==> config.mk <==
export PLATFORM = sky130hd
export DESIGN_NAME = pulse_measure
export DESIGN_NICKNAME = d
export VERILOG_FILES = /design/src/rtl/pulse_measure.sv
export SDC_FILE = /design/constraint.sdc
export NUM_CORES = 1
export LEC_CHECK = 0
export BUFFER_PORTS_ARGS = -buffer_cell sky130_fd_sc_hd__buf_2
export CAP_MARGIN = 20
export CELL_PAD_IN_SITES_DETAIL_PLACEMENT = 0
export CELL_PAD_IN_SITES_GLOBAL_PLACEMENT = 1
export CORE_MARGIN = 2
export CORE_UTILIZATION = 41
export DETAILED_ROUTE_END_ITERATION = 10
export PLACE_DENSITY_LB_ADDON = 0.1
export SLEW_MARGIN = 20
export SYNTH_ARGS = -nofsm -noshare
export SYNTH_HDL_FRONTEND = slang
export SYNTH_SLANG_ARGS = --single-unit
==> constraint.sdc <==
create_clock -name clk -period 4.26 [get_ports clk]
set_input_delay 0.852 -clock clk [delete_from_list [all_inputs] [get_ports clk]]
set_output_delay 0.852 -clock clk [all_outputs]
set_load 0.01 [all_outputs]
==> src/rtl/pulse_measure.sv <==
// Pulse high-time / period meter fed by one-cycle edge events.
// Define PULSE_MEAS_PERIOD_EN to add period measurement (LOW state, cnt_p).
module pulse_measure #(
  parameter int CNT_W = 16
) (
  input  logic             clk,
  input  logic             reset,
  input  logic             pos_edge,
  input  logic             neg_edge,
  output logic             out_valid,
  input  logic             out_ready,
  output logic [CNT_W-1:0] high_cnt,
  output logic [CNT_W-1:0] period_cnt,
  output logic             sat,
  output logic             overrun,
  output logic             busy
);

`ifdef PULSE_MEAS_PERIOD_EN
  typedef enum logic [1:0] {IDLE, HIGH, LOW} state_e;
`else
  typedef enum logic [1:0] {IDLE, HIGH} state_e;
`endif

  localparam logic [CNT_W-1:0] MAX = '1;
  localparam logic [CNT_W-1:0] ONE = CNT_W'(1);

  function automatic logic [CNT_W-1:0] inc_sat(input logic [CNT_W-1:0] v);
    return (v == MAX) ? v : v + ONE;
  endfunction

  state_e           state_q, state_d;
  logic [CNT_W-1:0] cnt_h_q, cnt_h_d;
  logic [CNT_W-1:0] res_h_q, res_h_d;
  logic             sat_q, sat_d;
  logic             valid_q, valid_d;
  logic             ovr_q, ovr_d;
  logic             pe, ne, done;
  logic [CNT_W-1:0] cap_h;
  logic             cap_sat;
`ifdef PULSE_MEAS_PERIOD_EN
  logic [CNT_W-1:0] cnt_p_q, cnt_p_d;
  logic [CNT_W-1:0] res_p_q, res_p_d;
  logic [CNT_W-1:0] cap_p;
`endif

  always_comb begin
    // Coincident edges carry no usable information.
    pe      = pos_edge & ~neg_edge;
    ne      = neg_edge & ~pos_edge;
    state_d = state_q;
    cnt_h_d = cnt_h_q;
    done    = 1'b0;
    cap_h   = cnt_h_q;
`ifdef PULSE_MEAS_PERIOD_EN
    cnt_p_d = cnt_p_q;
    cap_p   = cnt_p_q;
`endif
    unique case (state_q)
      IDLE: begin
        if (pe) begin
          state_d = HIGH;
          cnt_h_d = ONE;
`ifdef PULSE_MEAS_PERIOD_EN
          cnt_p_d = ONE;
`endif
        end
      end
      HIGH: begin
        if (pe) begin
          cnt_h_d = ONE;
`ifdef PULSE_MEAS_PERIOD_EN
          cnt_p_d = ONE;
`endif
        end else if (ne) begin
`ifdef PULSE_MEAS_PERIOD_EN
          state_d = LOW;
          cnt_p_d = inc_sat(cnt_p_q);
`else
          state_d = IDLE;
          done    = 1'b1;
          cnt_h_d = '0;
`endif
        end else begin
          cnt_h_d = inc_sat(cnt_h_q);
`ifdef PULSE_MEAS_PERIOD_EN
          cnt_p_d = inc_sat(cnt_p_q);
`endif
        end
      end
`ifdef PULSE_MEAS_PERIOD_EN
      LOW: begin
        if (pe) begin
          done    = 1'b1;
          state_d = HIGH;
          cnt_h_d = ONE;
          cnt_p_d = ONE;
        end else begin
          cnt_p_d = inc_sat(cnt_p_q);
        end
      end
`endif
      default: state_d = IDLE;
    endcase
  end

  always_comb begin
    res_h_d = res_h_q;
    sat_d   = sat_q;
    valid_d = valid_q;
    ovr_d   = ovr_q;
`ifdef PULSE_MEAS_PERIOD_EN
    res_p_d = res_p_q;
    cap_sat = (cap_h == MAX) | (cap_p == MAX);
`else
    cap_sat = (cap_h == MAX);
`endif
    if (valid_q && out_ready) valid_d = 1'b0;
    // A new result may replace the old one only as it is being consumed.
    if (done) begin
      if (!valid_q || out_ready) begin
        valid_d = 1'b1;
        res_h_d = cap_h;
        sat_d   = cap_sat;
`ifdef PULSE_MEAS_PERIOD_EN
        res_p_d = cap_p;
`endif
      end else begin
        ovr_d = 1'b1;
      end
    end
  end

  always_ff @(posedge clk) begin
    if (reset) begin
      state_q <= IDLE;
      cnt_h_q <= '0;
      res_h_q <= '0;
      sat_q   <= 1'b0;
      valid_q <= 1'b0;
      ovr_q   <= 1'b0;
`ifdef PULSE_MEAS_PERIOD_EN
      cnt_p_q <= '0;
      res_p_q <= '0;
`endif
    end else begin
      state_q <= state_d;
      cnt_h_q <= cnt_h_d;
      res_h_q <= res_h_d;
      sat_q   <= sat_d;
      valid_q <= valid_d;
      ovr_q   <= ovr_d;
`ifdef PULSE_MEAS_PERIOD_EN
      cnt_p_q <= cnt_p_d;
      res_p_q <= res_p_d;
`endif
    end
  end

  assign out_valid = valid_q;
  assign high_cnt  = res_h_q;
  assign sat       = sat_q;
  assign overrun   = ovr_q;
  assign busy      = (state_q != IDLE);
`ifdef PULSE_MEAS_PERIOD_EN
  assign period_cnt = res_p_q;
`else
  assign period_cnt = '0;
`endif

endmodule

# == Word level (Yosys, flattened, before mapping) ==
# Cells that the tools add are included.
# classes
n_reduce_logical,10
n_bitwise,5
mux,15
addsub,1
n_eq_ne,6
# ops
operator,count
16-bit 2-to-1 mux,4
16-bit case mux with 2 select lines,1
"16-bit by 1-bit adder with 16-bit output, second input constant",1
"16-bit == test, second input constant",1
1-bit 2-to-1 mux,6
2-bit 2-to-1 mux,3
"2-bit inequality test, second input constant",3
3-bit AND reduction,2
"4-bit inequality test, second input constant",1
2-bit case mux with 2 select lines,1
2-bit AND reduction,2
2-bit nonzero test,2
1-bit inverter,3
1-bit bitwise AND,2
"2-bit by 1-bit == test with 1-bit output, second input constant",1
2-bit zero test,1
1-bit logical AND,1
1-bit zero test,1
1-bit logical OR,1
# word_totals
ff_bits,37
output_inout_bits,36
input_bits,5

# == Longest topological paths before layout ==
# Gate-level depths: netlist (run 1).
# depth
depth_word,6
depth_mapped,8

# == Worst setup path after synthesis (run 1) ==
# OpenSTA, ideal clock, no wires.
# synth_path
path_kind,input -> register
startpoint,in pos_edge
endpoint,reg cnt_h_q[5] (netlist: cap_h[5])
path_buffers,1
arrival_time_ns,2.220
setup_time_ns,0.091
stages,8
slack_ns,1.949
cell_sequence,inv_1 ha_1 nand2b_1 nand2b_1 clkbuf_1 a21oi_1 a41oi_1 a311oi_1
# synth_via
elab_chain_cells,5
elab_cells_between_ends,9
cone_classes,eq/ne (2); mux (3); bitwise (3); reduce/logical (1)
# synth_rtl
item,line,rtl
"start, declared",8,"input logic pos_edge,"
1-bit inverter,50,ne = neg_edge & ~pos_edge;
1-bit bitwise AND,50,
16-bit 2-to-1 mux,75,end else if (ne) begin
16-bit 2-to-1 mux,70,if (pe) begin
16-bit case mux with 2 select lines,59,unique case (state_q)
"end signal, assigned",148,cnt_h_q <= cnt_h_d;
"end, declared",33,"logic [CNT_W-1:0] cnt_h_q, cnt_h_d;"
# Several ways; a longest one is shown, not always the timed one.
# A chain may end at the register's enable or synchronous reset.

# == Final worst setup path (run 1) ==
# layout_path
startpoint,in pos_edge
endpoint,reg cnt_h_q[11] (netlist: cap_h[11])
# Same word-level chain as after synthesis.

==> results of run 1 <==
[flip-flops by register name, indices dropped and copies added (netlist names)]
signal and cells:
overrun 1, sat 1, out_valid 1, cap_h 16
state_q 1, high_cnt 16
[Yosys cell counts]
cell type  count  area (µm²)
o31a_1         1        8.76
a22o_1         1        8.76
or4_1          2        15.0
inv_1          5        18.8
nand3b_1       1        7.51
o2bb2ai_1      1        8.76
nor2_1        10        37.5
o21bai_1       1        7.51
nand2_1       48         180
nand4_1        6        37.5
nor4_1         2        12.5
o211ai_1       1        7.51
a211o_1        1        8.76
nand3_2        1        10.0
o21ai_0        7        35.0
buf_1          2        7.51
a21oi_1       26         130
o31ai_1        2        15.0
conb_1         1        3.75
nand2b_1       3        18.8
or2_4          1        8.76
a21oi_2        1        8.76
nand3_1        9        45.0
ha_1           4        50.1
a311oi_1       7        61.3
clkbuf_1       8        30.0
a22oi_1        1        7.51
dfxtp_1       36         721
buf_2          3        15.0
and3_2         2        15.0
a31oi_1        7        43.8
nor3_1         3        15.0
nor2b_1        4        25.0
and4_1         1        8.76
buf_4         16         120
clkbuf_2       1        5.00
a41oi_1        3        26.3
[critical path: stages]
cell and delay, ns:
buf_2 0.09, inv_1 0.05, ha_1 0.20, nand2b_1 0.18, nand2b_1 0.31, a21oi_1 0.50
nand3b_1 0.23, o31ai_1 0.22
[stage by stage]
step / cells / cell area, µm²
floorplan: 244 / 1840
global placement: 288 / 1850
detailed placement: 288 / 1850
CTS: 296 / 1940
global route: 297 / 1940
finish: 297 / 1940
[logic make-up (layout without fill, tap and decap cells)]
logic type	count (synthesis)	after routing	share of synthesized area [%]
AO/OA/AOI/OAI	60	60	21.2
adder cells (fa/ha/maj)	4	4	2.80
flip-flops	36	36	40.4
AND/OR/NAND/NOR	93	93	24.5
other	1	16	0.210
buffers and inverters	35	38	11.0
[layer usage]
| metal | global-route usage, % | vias to the layer above |
|---|---|---|
| li1 | - | 811 |
| met1 | 25.0 | 709 |
| met2 | 24.0 | 60 |
| met3 | 4.18 | 8 |
| met4 | 6.20 | 0 |
| met5 | 0 | - |
[path summary, 6_finish.rpt]
path                            cells past startpoint          end   startpoint
worst max-delay path                                8    cap_h[11]     pos_edge
worst min-delay path                                2  high_cnt[3]  high_cnt[3]
worst max register to register                      6    cap_h[10]     cap_h[0]
worst min register to register                      2  high_cnt[3]  high_cnt[3]
[layout make-up]
cell class | instances | area, µm² | area share, %
inverters | 5 | 18.8 | 0.965
multi-input cells | 173 | 925 | 47.6
flip-flops and latches | 36 | 721 | 37.1
well taps | 50 | 62.6 | 3.22
repair buffers | 25 | 128 | 6.56
clock buffers | 8 | 90.1 | 4.63
[power by group]
part	leakage (µW)	internal [µW]	switching, µW	total (µW)
Combinational	0.000373	8.96	30.2	39.2
Clock	0.0000455	132	119	251
Sequential	0.000290	338	3.53	342
==> results.py, run 1 <==
metrics = {
    "status": {
        "outcome": "finished clean",
    },
    "floorplanning": {
        "core_region_area_um2": 4090,
        "dieArea_um2": 4900,
        "fp.dieH_um": 70.0,
        "ios": 41,
        "num_rows": 23,
        "start_util_pct": 43.7,
        "die_x_um": 70.0,
    },
    "drt": {
        "via_count": 1588,
        "drtIter0Drc": 82,
        "routed_via_density": 5.35,
        "routed_wl_um": 4100,
        "drc_errors": 0,
        "wl_met3_um": 311,
        "firstDrtPassIters": 4,
        "wl_per_cell_um": 13.8,
        "dr_wl_met2_um": 1670,
        "highest_layer": "met4",
        "ant_nets": 0,
        "met1_length_um": 2030,
    },
    "hold_path": {
        "hold_path_class": "register to register",
    },
    "cells_and_area": {
        "final_common_cell": "nand2_1",
        "mostFrequentLayoutCells": "nand2_1, dfxtp_1, a21oi_1, buf_2, conb_1",
        "final_nets": 255,
        "syn_to_final_growth_pct": 8.90,
        "num_antenna_cells": 0,
        "post-route-util_pct": 47.6,
        "fill_cells": 443,
        "layout-drive-gt1-share_pct": 14.6,
    },
    "clocking": {
        "worstSkewPairLatency_ns": 0.29,
        "post_cts_resized": 0,
        "postCtsHoldBufs": 0,
        "clock_sinks": 36,
        "cts.clk_slew.worst_paths_ns": 0.07,
        "cts_buffer_depth": 2,
        "cts_buffers": 5,
        "post_cts_buffers": 0,
        "clockRootBuffer": "clkbuf_8",
        "cts-htree-levels": 2,
        "tritoncts": "yes",
    },
    "setup_path": {
        "worstPathRequired_ns": 4.47,
        "critical_path.max_fanout": 9,
        "cp-end-kind": "register",
        "rrSetupSlack_ns": 1.96,
        "crit_type": "input port to register",
        "start_kind": "input port",
        "crit_arrival_ns": 2.64,
    },
    "pwr": {
        "p_total_uw": 632,
        "ir_drop_uv": 151,
        "powerDensity_nw_per_um2": 325,
        "p_leak_uw": 0.000708,
    },
    "sta": {
        "worst_slew_pin_slew_ns": 0.833,
        "timing.setup.tns_ns": 0,
        "hold_viol_final": 0,
        "finalCritPeriodShare_pct": 57.0,
        "whs_ns": 0.451,
        "fmax_mhz": 412,
        "finalMaxSlewViolations": 0,
        "setup_slack_ns": 1.83,
        "relSlewSlack_pct": 44.5,
        "rsz0062_at_grt": "no",
        "fin_worst_skew_ns": 0.00382,
        "fin_crit_ns": 2.43,
        "setup_violations": 0,
    },
    "placed_design": {
        "dpl_worst_slack_ns": 1.52,
        "dp_hpwl_um": 2800,
        "io_buffers": 24,
        "gp_congestion": 0.845,
    },
    "global_route": {
        "antenna_found_initial": 0,
        "grt_usage_pct": 17.0,
        "grt-ovfl-total": 0,
        "grt_max_degree": 38,
        "grt_pass1_vias": 1397,
        "grt_pass1_wl_um": 6820,
    },
    "yosys": {
        "synth_warnings": 0,
        "syn_inst": 229,
        "synth_area_um2": 1790,
        "ys_ff_latch": 36,
        "syn_avg_cell_area_um2": 7.80,
        "synth_cell_types": 37,
        "seq_area_frac_synth_pct": 40.4,
    },
    "run": {
        "max_cap_violations": 0,
    },
}
Power figures use the tool's default switching activity.
==> run 2: changes to the inputs <==
--- a/config.mk
+++ b/config.mk
@@ -10,7 +10,7 @@
 export CELL_PAD_IN_SITES_DETAIL_PLACEMENT = 0
 export CELL_PAD_IN_SITES_GLOBAL_PLACEMENT = 1
 export CORE_MARGIN = 2
-export CORE_UTILIZATION = 41
+export CORE_UTILIZATION = 38
 export DETAILED_ROUTE_END_ITERATION = 10
 export PLACE_DENSITY_LB_ADDON = 0.1
 export SLEW_MARGIN = 20
==> constraint.sdc (replaced) <==
create_clock -name clk -period 2.4 [get_ports clk]
set_input_delay 0.48 -clock clk [delete_from_list [all_inputs] [get_ports clk]]
set_output_delay 0.48 -clock clk [all_outputs]
set_load 0.01 [all_outputs]
==> run 2 against run 1 <==
Against the previous run: critical path depth shrank 1; sequential power grew 76%; count of clock-buffer cells in the layout shrank 2; hold slack lost 0.0013 ns; first-iteration DRC count grew 37%; combinational power grew 120%; design area grew 6.0%; final cell count grew 5.7%; die area grew 7.4%; critical path type is now register to register.
==> results.py, run 2 (synthesis gave the netlist of run 1 again) <==
metrics = {
    "setup_path": {
        "start_kind": "register",
        "worstPathRequired_ns": 2.57,
        "r2r-start": "cap_h[0]",
        "worstPathCellList": "ha_1, nand3_2, or2_4, nor4_1, buf_4, o31a_1, a311oi_1",
        "cp-end-kind": "register",
        "slowest_delay_ns": 0.41,
        "reg2reg_to": "cap_h[10]",
        "rr_worst_depth": 7,
        "crit_arrival_ns": 2.08,
        "rrSetupSlack_ns": 0.48,
        "critical_path.max_fanout": 4,
        "crit_type": "register to register",
        "cp_slowest_cell": "nor4_1",
    },
    "sta": {
        "timing.setup.tns_ns": 0,
        "fin_worst_skew_ns": 0.00786,
        "finalMaxSlewViolations": 0,
        "whs_ns": 0.450,
        "hold_viol_final": 0,
        "worst_slew_pin_slew_ns": 0.564,
        "rsz0062_at_grt": "no",
        "setup_violations": 0,
        "setup_slack_ns": 0.483,
        "fin_crit_ns": 1.92,
        "relSlewSlack_pct": 62.4,
        "fmax_mhz": 522,
        "finalCritPeriodShare_pct": 79.9,
    },
    "cells_and_area": {
        "mostFrequentLayoutCells": "nand2_1, dfxtp_1, a21oi_1, buf_2",
        "post-route-util_pct": 46.4,
        "final_common_cell": "nand2_1",
        "layout-drive-gt1-share_pct": 20.2,
        "syn_to_final_growth_pct": 15.5,
        "num_antenna_cells": 0,
        "fin_area_um2": 2060,
        "final_nets": 270,
    },
    "hold_path": {
        "min_path_cells": 2,
        "hold_path_class": "register to register",
        "hold-path-endpoint": "high_cnt[4]",
        "worstHoldStart": "high_cnt[4]",
    },
    "pwr": {
        "clockPowerShare_pct": 39.3,
        "power.sequential.fraction_pct": 53.1,
        "p_leak_uw": 0.000791,
        "p_comb_share_pct": 7.6,
        "ir_drop_uv": 217,
        "powerDensity_nw_per_um2": 551,
        "intPower_uw": 856,
        "p_sw_share_pct": 24.7,
        "p_sw_uw": 281,
    },
    "drt": {
        "firstDrtPassIters": 4,
        "ant_nets": 0,
        "via_count": 1612,
        "drc_errors": 0,
        "routed_via_density": 5.13,
        "routed_wl_um": 4210,
        "wl_per_cell_um": 13.4,
        "drtIter0Drc": 112,
    },
    "floorplanning": {
        "core_region_area_um2": 4440,
        "dieArea_um2": 5260,
        "fp.dieH_um": 72.5,
        "ios": 41,
        "die_x_um": 72.5,
        "start_util_pct": 40.2,
        "num_rows": 24,
    },
    "clocking": {
        "post_cts_resized": 0,
        "cts_buffer_depth": 2,
        "postCtsHoldBufs": 0,
        "post_cts_buffers": 0,
        "cts-htree-levels": 2,
        "cts.clk_slew.worst_paths_ns": 0.07,
        "cts_buffers": 5,
        "tritoncts": "yes",
        "clockRootBuffer": "clkbuf_8",
        "worstSkewPairLatency_ns": 0.29,
        "clock_sinks": 36,
    },
    "global_route": {
        "grt_pass1_wl_um": 7000,
        "grt_max_degree": 30,
        "grt-ovfl-total": 0,
        "grt_pass1_vias": 1427,
        "antenna_found_initial": 0,
        "grt_usage_pct": 17.1,
    },
    "placed_design": {
        "dpl_worst_slack_ns": 0.429,
        "placed_area_um2": 1970,
        "io_buffers": 24,
        "gp_congestion": 0.807,
        "dp_hpwl_um": 2960,
    },
    "status": {
        "outcome": "finished clean",
    },
    "run": {
        "max_cap_violations": 0,
    },
}
run 2: changes by cell type in the layout (fill, tap and decap cells not counted), sizes merged:
cell    previous run  this run
clkbuf             8         6
buf               25        40
clkinv             0         2
run 2: how the worst max path moves through the flow:
stage / startpoint / endpoint / slack (ns) / cells after the start
finish: cap_h[0] / cap_h[10] / 0.48 / 7
floorplan: pos_edge / cap_h[5] / 0.46 / 8
CTS: cap_h[0] / cap_h[10] / 0.48 / 7
global placement: pos_edge / cap_h[11] / 0.43 / 9
detailed placement: pos_edge / cap_h[5] / 0.43 / 9
global route: cap_h[0] / cap_h[10] / 0.35 / 7
run 2: power by group through the flow:
stage               Combinational (µW)  Clock, µW  Sequential [µW]
floorplan                         73.1          0              617
global placement                  87.0          0              617
detailed placement                85.9          0              617
CTS                               86.3        464              603
global route                      96.2        494              603
finish                            86.5        447              603
run 2: cell type report:
| cell class | instances | area, µm² |
|---|---|---|
| fill | 475 | 2380 |
| clock buffer | 6 | 82.6 |
| tap | 52 | 65.1 |
| clock inverter | 2 | 10.0 |
| sequential | 36 | 721 |
| timing repair buffer | 40 | 240 |
| multi-input combinational | 173 | 925 |
| inverter | 5 | 18.8 |
run 2: stage by stage:
| stage | cells | power [µW] |
|---|---|---|
| after floorplan | 244 | 690 |
| after global placement | 306 | 704 |
| after detailed placement | 306 | 703 |
| after CTS | 314 | 1150 |
| after global routing | 314 | 1190 |
| final | 314 | 1140 |
run 2: worst max-delay path, delay by kind of cell, from the launching register on:
kind                     cells  cell delay [ns]
flip-flops                   1             0.34
adder cells (fa/ha/maj)      1             0.24
buffers and inverters        1             0.20
AND/OR/NAND/NOR              3             0.83
AO/OA/AOI/OAI                2             0.19
run 2: layer usage:
| metal | up-vias | GRT usage (%) | share of wire [%] |
|---|---|---|---|
| met4 | 0 | 5.97 | 1.3 |
| met2 | 49 | 24.2 | 41 |
| li1 | 841 | - | - |
| met1 | 717 | 24.7 | 52 |
| met5 | - | 0 | 0 |
| met3 | 5 | 5.00 | 5.3 |
